$ cat src/rtl/avs_pkg.sv
// Shared types and the pixel-pattern helper for the AXI4-Stream video
// test-pattern generator and any downstream stage that wants to predict it.
package avs_pkg;

    typedef enum logic [1:0] {
        H_RAMP  = 2'd0,
        V_RAMP  = 2'd1,
        CHECKER = 2'd2,
        MOVING  = 2'd3
    } pattern_t;

    typedef enum logic [1:0] {
        ST_IDLE    = 2'd0,
        ST_ACTIVE  = 2'd1,
        ST_H_BLANK = 2'd2,
        ST_V_BLANK = 2'd3
    } avs_gen_state_t;

    // Widest pixel the helper can produce, and the width coordinates are
    // zero-extended to before the pattern arithmetic.
    localparam int unsigned PIX_MAXW = 64;
    localparam int unsigned COORD_W  = 32;

    // Pixel value at (x, y) for the selected pattern, computed at full width
    // and masked to the low dw bits. fc is the frame counter (moving ramp).
    function automatic logic [PIX_MAXW-1:0] pixel_value(
        input pattern_t           sel,
        input logic [COORD_W-1:0] x,
        input logic [COORD_W-1:0] y,
        input logic [7:0]         fc,
        input int unsigned        dw,
        input int unsigned        cs
    );
        logic [PIX_MAXW-1:0] full;
        logic [PIX_MAXW-1:0] mask;
        logic                cell_odd;
        full     = {PIX_MAXW{1'b0}};
        cell_odd = (((x >> cs) ^ (y >> cs)) & 32'd1) != 32'd0;
        case (sel)
            H_RAMP:  full = {{(PIX_MAXW-COORD_W){1'b0}}, x};
            V_RAMP:  full = {{(PIX_MAXW-COORD_W){1'b0}}, y};
            CHECKER: full = cell_odd ? {PIX_MAXW{1'b1}} : {PIX_MAXW{1'b0}};
            MOVING:  full = {{(PIX_MAXW-COORD_W){1'b0}}, x} + {{(PIX_MAXW-8){1'b0}}, fc};
            default: full = {PIX_MAXW{1'b0}};
        endcase
        if (dw >= PIX_MAXW) begin
            mask = {PIX_MAXW{1'b1}};
        end else begin
            mask = (64'd1 << dw) - 64'd1;
        end
        return full & mask;
    endfunction

endpackage

$ cat src/rtl/avs_xy_counter.sv
// Raster position counter: x runs 0..W-1, then wraps and bumps y, which runs
// 0..H-1. Exposes the position that will hold after this cycle so a consumer
// can register per-pixel outputs in the same cycle the position moves.
module avs_xy_counter #(
    parameter int W = 16,
    parameter int H = 8
) (
    input  logic                 clk_i,
    input  logic                 rst_i,
    input  logic                 advance_i,
    output logic [$clog2(W)-1:0] x_next_o,
    output logic [$clog2(H)-1:0] y_next_o,
    output logic                 eol_o,
    output logic                 eof_o
);
    localparam int XW = $clog2(W);
    localparam int YW = $clog2(H);
    localparam logic [XW-1:0] X_LAST = XW'(W - 1);
    localparam logic [YW-1:0] Y_LAST = YW'(H - 1);

    logic [XW-1:0] x_q, x_d;
    logic [YW-1:0] y_q, y_d;

    // End-of-line / end-of-frame flags for the current position.
    always_comb begin
        eol_o = (x_q == X_LAST);
        eof_o = (x_q == X_LAST) && (y_q == Y_LAST);
    end

    // Next raster position: hold unless advancing, wrap x then y.
    always_comb begin
        x_d = x_q;
        y_d = y_q;
        if (advance_i) begin
            if (x_q == X_LAST) begin
                x_d = {XW{1'b0}};
                if (y_q == Y_LAST) begin
                    y_d = {YW{1'b0}};
                end else begin
                    y_d = y_q + YW'(1);
                end
            end else begin
                x_d = x_q + XW'(1);
                y_d = y_q;
            end
        end else begin
            x_d = x_q;
            y_d = y_q;
        end
    end

    // Position register.
    always_ff @(posedge clk_i or posedge rst_i) begin
        if (rst_i) begin
            x_q <= {XW{1'b0}};
            y_q <= {YW{1'b0}};
        end else begin
            x_q <= x_d;
            y_q <= y_d;
        end
    end

    assign x_next_o = x_d;
    assign y_next_o = y_d;

endmodule

$ cat src/rtl/avs_pattern_gen.sv
// AXI4-Stream video test-pattern source: W x H frames, one pixel per beat,
// tuser on pixel (0,0), tlast on the last pixel of every line, optional
// horizontal and vertical blanking. All stream outputs are registered.
module avs_pattern_gen
    import avs_pkg::*;
#(
    parameter int W  = 16,
    parameter int H  = 8,
    parameter int B  = 0,
    parameter int V  = 0,
    parameter int DW = 8,
    parameter int CS = 2
) (
    input  logic          aclk,
    input  logic          areset,
    input  logic          enable,
    input  logic [1:0]    pattern_sel,
    output logic          tvalid,
    input  logic          tready,
    output logic [DW-1:0] tdata,
    output logic          tuser,
    output logic          tlast,
    output logic          frame_done,
    output logic [7:0]    frame_count
);
    localparam int XW = $clog2(W);
    localparam int YW = $clog2(H);
    localparam int BV = (B > V) ? B : V;
    localparam int BW = (BV > 0) ? $clog2(BV + 1) : 1;
    localparam logic [XW-1:0] X_LAST = XW'(W - 1);
    // Blank counters count down to zero, so they load length-1.
    localparam logic [BW-1:0] H_LOAD = BW'((B > 0) ? (B - 1) : 0);
    localparam logic [BW-1:0] V_LOAD = BW'((V > 0) ? (V - 1) : 0);

    if ((W < 2) || (H < 2) || (DW < 1) || (DW > PIX_MAXW)) begin : g_bad_params
        $error("avs_pattern_gen: requires W>=2, H>=2 and 1<=DW<=64");
    end

    avs_gen_state_t state_q, state_d;
    pattern_t       sel_q, sel_d;
    logic [7:0]     fc_q, fc_d;
    logic [BW-1:0]  blank_q, blank_d;
    logic           tvalid_q, tvalid_d;
    logic [DW-1:0]  tdata_q, tdata_d;
    logic           tuser_q, tuser_d;
    logic           tlast_q, tlast_d;
    logic           done_q, done_d;

    logic           accept_s;
    logic           advance_s;
    logic           eol_s;
    logic           eof_s;
    logic [XW-1:0]  x_next_s;
    logic [YW-1:0]  y_next_s;

    avs_xy_counter #(
        .W (W),
        .H (H)
    ) u_xy (
        .clk_i     (aclk),
        .rst_i     (areset),
        .advance_i (advance_s),
        .x_next_o  (x_next_s),
        .y_next_o  (y_next_s),
        .eol_o     (eol_s),
        .eof_o     (eof_s)
    );

    // Sequencing: frame start, per-beat advance, blanking, frame wrap.
    // enable and pattern_sel are only looked at on frame boundaries.
    always_comb begin
        state_d   = state_q;
        sel_d     = sel_q;
        fc_d      = fc_q;
        blank_d   = blank_q;
        done_d    = 1'b0;
        tvalid_d  = 1'b0;
        advance_s = 1'b0;
        accept_s  = tvalid_q & tready;
        case (state_q)
            ST_IDLE: begin
                if (enable) begin
                    state_d  = ST_ACTIVE;
                    sel_d    = pattern_t'(pattern_sel);
                    tvalid_d = 1'b1;
                end else begin
                    state_d  = ST_IDLE;
                end
            end
            ST_ACTIVE: begin
                tvalid_d = 1'b1;
                if (accept_s) begin
                    advance_s = 1'b1;
                    if (eof_s) begin
                        done_d = 1'b1;
                        fc_d   = fc_q + 8'd1;
                        if (V > 0) begin
                            state_d  = ST_V_BLANK;
                            blank_d  = V_LOAD;
                            tvalid_d = 1'b0;
                        end else if (enable) begin
                            state_d  = ST_ACTIVE;
                            sel_d    = pattern_t'(pattern_sel);
                        end else begin
                            state_d  = ST_IDLE;
                            tvalid_d = 1'b0;
                        end
                    end else if (eol_s && (B > 0)) begin
                        state_d  = ST_H_BLANK;
                        blank_d  = H_LOAD;
                        tvalid_d = 1'b0;
                    end else begin
                        state_d  = ST_ACTIVE;
                    end
                end else begin
                    state_d = ST_ACTIVE;
                end
            end
            ST_H_BLANK: begin
                if (blank_q == {BW{1'b0}}) begin
                    state_d  = ST_ACTIVE;
                    tvalid_d = 1'b1;
                end else begin
                    blank_d  = blank_q - BW'(1);
                end
            end
            ST_V_BLANK: begin
                if (blank_q == {BW{1'b0}}) begin
                    if (enable) begin
                        state_d  = ST_ACTIVE;
                        sel_d    = pattern_t'(pattern_sel);
                        tvalid_d = 1'b1;
                    end else begin
                        state_d  = ST_IDLE;
                    end
                end else begin
                    blank_d  = blank_q - BW'(1);
                end
            end
            default: begin
                state_d = ST_IDLE;
            end
        endcase
    end

    // Beat contents for the position that holds next cycle; zero when idle
    // or blanking. Recomputing from an unchanged position keeps a stalled
    // beat stable.
    always_comb begin
        tdata_d = {DW{1'b0}};
        tuser_d = 1'b0;
        tlast_d = 1'b0;
        if (tvalid_d) begin
            tdata_d = DW'(pixel_value(sel_d, COORD_W'(x_next_s), COORD_W'(y_next_s),
                                      fc_d, DW, CS));
            tuser_d = (x_next_s == {XW{1'b0}}) && (y_next_s == {YW{1'b0}});
            tlast_d = (x_next_s == X_LAST);
        end else begin
            tdata_d = {DW{1'b0}};
            tuser_d = 1'b0;
            tlast_d = 1'b0;
        end
    end

    // State and registered outputs.
    always_ff @(posedge aclk or posedge areset) begin
        if (areset) begin
            state_q  <= ST_IDLE;
            sel_q    <= H_RAMP;
            fc_q     <= 8'd0;
            blank_q  <= {BW{1'b0}};
            tvalid_q <= 1'b0;
            tdata_q  <= {DW{1'b0}};
            tuser_q  <= 1'b0;
            tlast_q  <= 1'b0;
            done_q   <= 1'b0;
        end else begin
            state_q  <= state_d;
            sel_q    <= sel_d;
            fc_q     <= fc_d;
            blank_q  <= blank_d;
            tvalid_q <= tvalid_d;
            tdata_q  <= tdata_d;
            tuser_q  <= tuser_d;
            tlast_q  <= tlast_d;
            done_q   <= done_d;
        end
    end

    assign tvalid      = tvalid_q;
    assign tdata       = tdata_q;
    assign tuser       = tuser_q;
    assign tlast       = tlast_q;
    assign frame_done  = done_q;
    assign frame_count = fc_q;

endmodule
$ cat config.mk
export PLATFORM = sky130hd
export DESIGN_NAME = avs_pattern_gen
export DESIGN_NICKNAME = d
export VERILOG_FILES = /design/src/rtl/avs_pkg.sv /design/src/rtl/avs_xy_counter.sv /design/src/rtl/avs_pattern_gen.sv
export SDC_FILE = /design/constraint.sdc
export NUM_CORES = 1
export LEC_CHECK = 0
export BUFFER_PORTS_ARGS = -buffer_cell sky130_fd_sc_hd__buf_2
export CAP_MARGIN = 20
export CORE_AREA = 2 2 72 74
export DETAILED_ROUTE_END_ITERATION = 12
export DIE_AREA = 0 0 74 76
export PLACE_DENSITY = 0.52
export SETUP_SLACK_MARGIN = 0.2
export SLEW_MARGIN = 20
export SYNTH_ARGS = -nofsm -noshare
export SYNTH_HDL_FRONTEND = slang
export SYNTH_SLANG_ARGS = --single-unit
$ cat constraint.sdc
create_clock -name aclk -period 3.54 [get_ports aclk]
set_input_delay 0.531 -clock aclk [delete_from_list [all_inputs] [get_ports aclk]]
set_output_delay 0.531 -clock aclk [all_outputs]
set_load 0.005 [all_outputs]
; ---- Word-level counts from Yosys, hierarchy flattened
; Cells that the tools add are included.
[word_totals]
ff_bits = 32
out_inout_bits = 20
word_cells = 76
[op_classes]
add_sub_neg = 5
eq_ne = 11
muxes = 38
bitwise = 3
n_reduce_logical = 8
[ops]
columns = cell, n
row1 = $mux 8, 7
row2 = $pmux 8 s4, 1
row3 = $mux 2, 8
row4 = $mux 1, 14
row5 = $mux 3, 3
row6 = $add 4x8->8, 1
row7 = $add 8x1->8 const B, 1
row8 = $and 8x8->8, 1
row9 = $eq 2x2->1 const B, 4
row10 = $eq 4x4->1 const B, 2
row11 = $mux 4, 2
row12 = $pmux 2 s4, 1
row13 = $pmux 2 s3, 1
row14 = $add 4x1->4 const B, 1
row15 = $eq 2x1->1 const B, 2
row16 = $logic_not 2->1, 2
row17 = $logic_not 4->1, 1
row18 = $ne 2x2->1 const B, 2
row19 = $pmux 1 s4, 1
row20 = $add 3x1->3 const B, 1
row21 = $eq 3x3->1 const B, 1
row22 = $logic_not 3->1, 1
row23 = $logic_and 1x1->1, 2
row24 = $reduce_and 2->1, 1
row25 = 4 further kinds, 4

; ---- Longest topological paths before layout
[depth]
ltp_word = 10
depth_mapped = 14
ltp_nobuf = 14

; ---- Hierarchy
; Synthesis repeated with hierarchy kept, for this count alone.
[unflattened]
cells_unflattened = 149
hier_area_um2 = 1642.8
[by_module_without_submodules]
columns = module, instances, cells_per_inst, area_per_inst_um2, seq_area_each_um2
row1 = avs_pattern_gen, 1, 120, 1282.5, 550.5
row2 = avs_xy_counter, 1, 29, 360.3, 175.2

; ---- Worst setup path before layout
; OpenSTA, ideal clock, no wires.
[synth_timing]
path_type = flip-flop to flip-flop
start = register u_xy.y_q[0]
end = register tdata_q[6] (netlist: tdata[6])
arrival_ns = 2.614
slack_ns = 0.840
stages_incl_launch_ff = 14
period_less_slack_ns = 2.700
path_cell_list = dfrtp_1 ha_1 ha_1 nand3_2 nor2_1 nand2_1 xnor2_1 ha_1 nor2b_1 o21a_1 nor2_1 nor3_1 or4_1 o211ai_1
[synth_via]
elab_chain_cells = 10
word_cells_on_any_way = 26
[synth_rtl]
columns = item, line_no
row1 = from (decl), avs_xy_counter.sv:22  ; logic [YW-1:0] y_q, y_d;
row2 = from (signal assigned), avs_xy_counter.sv:56  ; y_q <= {YW{1'b0}};
row3 = from (signal assigned), avs_xy_counter.sv:59  ; y_q <= y_d;
row4 = $eq 3x3->1, avs_xy_counter.sv:27  ; eof_o = (x_q == X_LAST) && (y_q == Y_LAST);
row5 = $logic_and 1x1->1, avs_xy_counter.sv:27
row6 = $mux 8, avs_pattern_gen.sv:94  ; if (eof_s) begin
row7 = $mux 8, avs_pattern_gen.sv:92  ; if (accept_s) begin
row8 = $mux 8, avs_pattern_gen.sv:80  ; case (state_q)
row9 = named net fc_d[2], avs_pattern_gen.sv:41  ; logic [7:0] fc_q, fc_d;
row10 = $add 4x8->8, avs_pkg.sv:43  ; MOVING: full = {{(PIX_MAXW-COORD_W){1'b0}}, x} + {{(PIX_MAXW-8){1'b0}}, fc};
row11 = $pmux 8 s4, avs_pkg.sv:39  ; case (sel)
row12 = $mux 8, avs_pattern_gen.sv:153  ; if (tvalid_d) begin
row13 = $and 8x8->8, avs_pkg.sv:51  ; return full & mask;
row14 = $mux 8, avs_pattern_gen.sv:153
row15 = named net tdata_d[6], avs_pattern_gen.sv:44  ; logic [DW-1:0] tdata_q, tdata_d;
row16 = to (signal assigned), avs_pattern_gen.sv:173  ; tdata_q <= {DW{1'b0}};
row17 = to (signal assigned), avs_pattern_gen.sv:183  ; tdata_q <= tdata_d;
row18 = to (decl), avs_pattern_gen.sv:44
; The timed path passes the listed nets, and every way through them passes these cells. The select of a mux whose other input is x is not followed.
; A chain may end at the register's enable or synchronous reset.

; ---- Worst setup path after layout
; Ends and elaborated chain as after synthesis.

==> results.md <==
* Root Driver: clkbuf_8
* CTS tree: yes
* Reg-to-reg slack, setup at between 0.5 and 0.6 ns
* Non-filler cells, final at 268
* Slew headroom at between 50% and 60%
* IO Port Bufs at 25
* Ys async rst share at 100.0%
* First-pass GRT wire length at around 6.9 mm
* Clock share of power at between 20% and 30%
* Crit path max fanout at 7
* Clock latency on the worst-skew pair at just under 0.3 ns
* Total CTS buffers at 5
* Setup TNS at 0 ns
* H-Tree Depth at 2
* Postcts setup bufs at 0
* Initial Util at around a third
* Net Switching at around 400 uW
* Leakage power at a little over 0.9 nW
* Largest net degree at the start of global routing at 30
* Via density at 5.216
* CTS max path bufs at 2
* Synth Flop Type: dfrtp_1
* Internal at between 600 and 700 uW
* Startpoint Class: register
* Area Growth Syn to Fin at 18.06%
* HP Class: input pin to async pin
* Synth Net Count at 180
* GPL Wtd Cong at slightly below 0.9
* Syn_area_per_cell at between 9 and 10 um^2
* ANT cells at 0
* Flops & latches, synth at 29
* Vias in the first global route at between 1000 and 1500
* Wire length per cell at about 16 um
* Clock sinks at 29
* Final worst path period share at a little over four fifths
* Sequential share of power at ~41%
* Routed Antenna Nets at 0
* CP Class: register to register
* Final hold viol count at 0
* Post-Syn Area at roughly 0.0016 mm^2
* Pre-CTS WS at ~0.48 ns
* Core footprint at 0.004912 mm^2
* Die area at between 0.005 and 0.006 mm^2
* I/O pin count at 26
* Placed cell count at 260
* Vias at ~1400
* YS warnings at 0
* Pwr Total at between 1 and 1.5 mW
* Post-DP Area at 0.001862 mm^2
* Initial antenna violation count at 0
* Post-DP HPWL at 3.163 mm
* Worst slew pin tran at ~0.62 ns
* Layout cell share with drive strength beyond 1 at 24.24%
* Worst reg2reg startpoint: u_xy.y_q[0]
* Post-Layout Inst Area at 0.001947 mm^2
* Nets at 212
* Fillers at between 500 and 600
* Sequential share of the synthesized area at 44.01%
* Initial DRT Pass Iterations at 4
* Total global routing track utilization at about 16%
* Die width at approximately 74 um
* Max cap viols at 0
* Worst-path clk slew at 0.07 ns
* Final setup viols at 0
* Peak VDD IR at between 0.2 and 0.25 mV
* Final Slew Violations at 0
* Max Freq at 0.3341 GHz
* Comb power frac at about 34%
* Core Rows at 26
* CP required at roughly 3.7 ns
* Final worst setup slack at around 0.55 ns
* Number of flops mapped to enable cells by yosys at 0
* Tmin final at between 2 and 3 ns
* Clk_skew at just over 0.009 ns
* Iteration-0 DRC Markers at 78
* Switching share of power at 36.02%
* Setup crit end kind: register
* RSZ-0062 raised after global routing: false
* Status: finished, final reports clean
* Worst r2r path cells at 14
* Synth unique cells at roughly 50
* Residual DRC at 0
* Die span in y at between 70 and 80 um
* Pwr dens at approximately 560 mW/mm^2
* Worst Path Arrival at between 3 and 4 ns
* Final WL at around 4.2 mm
* Reg2Reg Capture Point: tdata[6]
* Global route total overflow at 0
* Cell count after synthesis at around 170
==> placed cells by master (no fill, tap or decap), drive strengths merged, types with 4 or more instances in the layout <==
cell | Yosys | layout
inv | 15 | 15
dfrtp | 29 | 29
a21oi | 6 | 6
nand3 | 9 | 9
o21ai | 6 | 6
buf | 1 | 27
xnor2 | 7 | 7
ha | 8 | 8
nand2 | 14 | 14
nor3 | 4 | 4
o21a | 5 | 5
nor4 | 4 | 4
xor2 | 4 | 4
clkbuf | 1 | 6
nor2 | 8 | 8
==> Yosys cell counts, types with 4 or more instances <==
cell type	count	area, um^2
a21oi_1	6	30.03
dfrtp_1	29	725.7
xnor2_1	7	61.31
nand3_1	8	40.04
ha_1	8	100.1
nand2_1	14	52.55
o21a_1	5	37.54
o21ai_0	4	20.02
inv_1	13	48.80
nor2_1	8	30.03
xor2_1	4	35.03
==> final cells by class <==
| cell class | instances | area (um^2) | area share, % |
|---|---|---|---|
| clock buffers | 6 | 72.57 | 3.728 |
| multi-input cells | 119 | 854.6 | 43.89 |
| clock inverters | 2 | 10.01 | 0.5141 |
| flip-flops and latches | 29 | 725.7 | 37.28 |
| repair buffers | 27 | 140.1 | 7.198 |
| inverters | 15 | 56.30 | 2.892 |
| well taps | 70 | 87.58 | 4.499 |
==> power groups by stage <==
stage	combinational [mW]	clock, mW	sequential, mW
floorplan	0.231	0	0.445
global placement	0.357	0	0.446
detailed placement	0.371	0	0.449
CTS	0.374	0.274	0.443
global route	0.407	0.295	0.450
finish	0.373	0.267	0.443
==> metal layers <==
metal  vias up  track usage [%]  part of all wire, %
li1        662                -                    -
met3         9            4.233                  5.0
met4         0            7.455                  2.0
met2        32            25.80                   51
met1       695            20.49                   42
met5         -                0                    0
==> stage by stage <==
stage               utilization [%]  hold WS (ns)
finish                        39.63        0.3146
global route                  39.63        0.3757
CTS                           39.58        0.3404
detailed placement            37.90        0.4897
global placement              37.90        0.4897
floorplan                         -        0.4879
==> registers in the layout (all words and copies together), names as in the netlist <==
register     flops
frame_count      8
frame_done       1
sel_q            2
tdata            8
tlast            1
tuser            1
tvalid           1
u_xy.x_q         4
u_xy.y_q         3
==> worst max-delay path by stage <==
stage,startpoint,endpoint,slack [ns],cells after the start
2_1_floorplan,u_xy.y_q[0],tdata[6],0.84,13
3_3_place_gp,u_xy.y_q[0],tdata[6],0.57,13
3_5_place_dp,u_xy.y_q[0],tdata[6],0.48,14
4_1_cts,u_xy.y_q[0],tdata[6],0.45,13
5_1_grt,u_xy.x_q[0],tdata[6],0.21,13
6_report,u_xy.y_q[0],tdata[6],0.55,14
==> cell families (layout without fill, tap and decap cells) <==
logic type,Yosys count,count (layout),share of synthesized area (%)
DFF,29,29,44.01
buffers and inverters,17,50,4.325
xor gates and xnor gates,11,11,5.842
and+or+nand+nor,56,56,19.27
muxes,5,5,3.490
adders and majority gates,9,9,7.284
AOI/OAI and AO/OA,38,38,15.78
==> timing repair <==
item / in CTS / in global routing
hold buffers: 0 / 0
setup endpoints to repair: 0 / 2
gates resized for setup: 0 / 1
hold endpoints to repair: 0 / 0
==> critical path, stage by stage, from the launching register on <==
cell	delay (ns)
dfrtp_1	0.37
ha_1	0.15
ha_1	0.24
nand3_2	0.20
nor2_2	0.25
xor2_1	0.22
ha_1	0.23
inv_1	0.07
fa_1	0.41
nor2b_1	0.14
o21a_1	0.11
nor2_1	0.06
nor3_1	0.18
or4_1	0.15
o211ai_1	0.08
No activity file was read; power rests on OpenSTA's default activity.
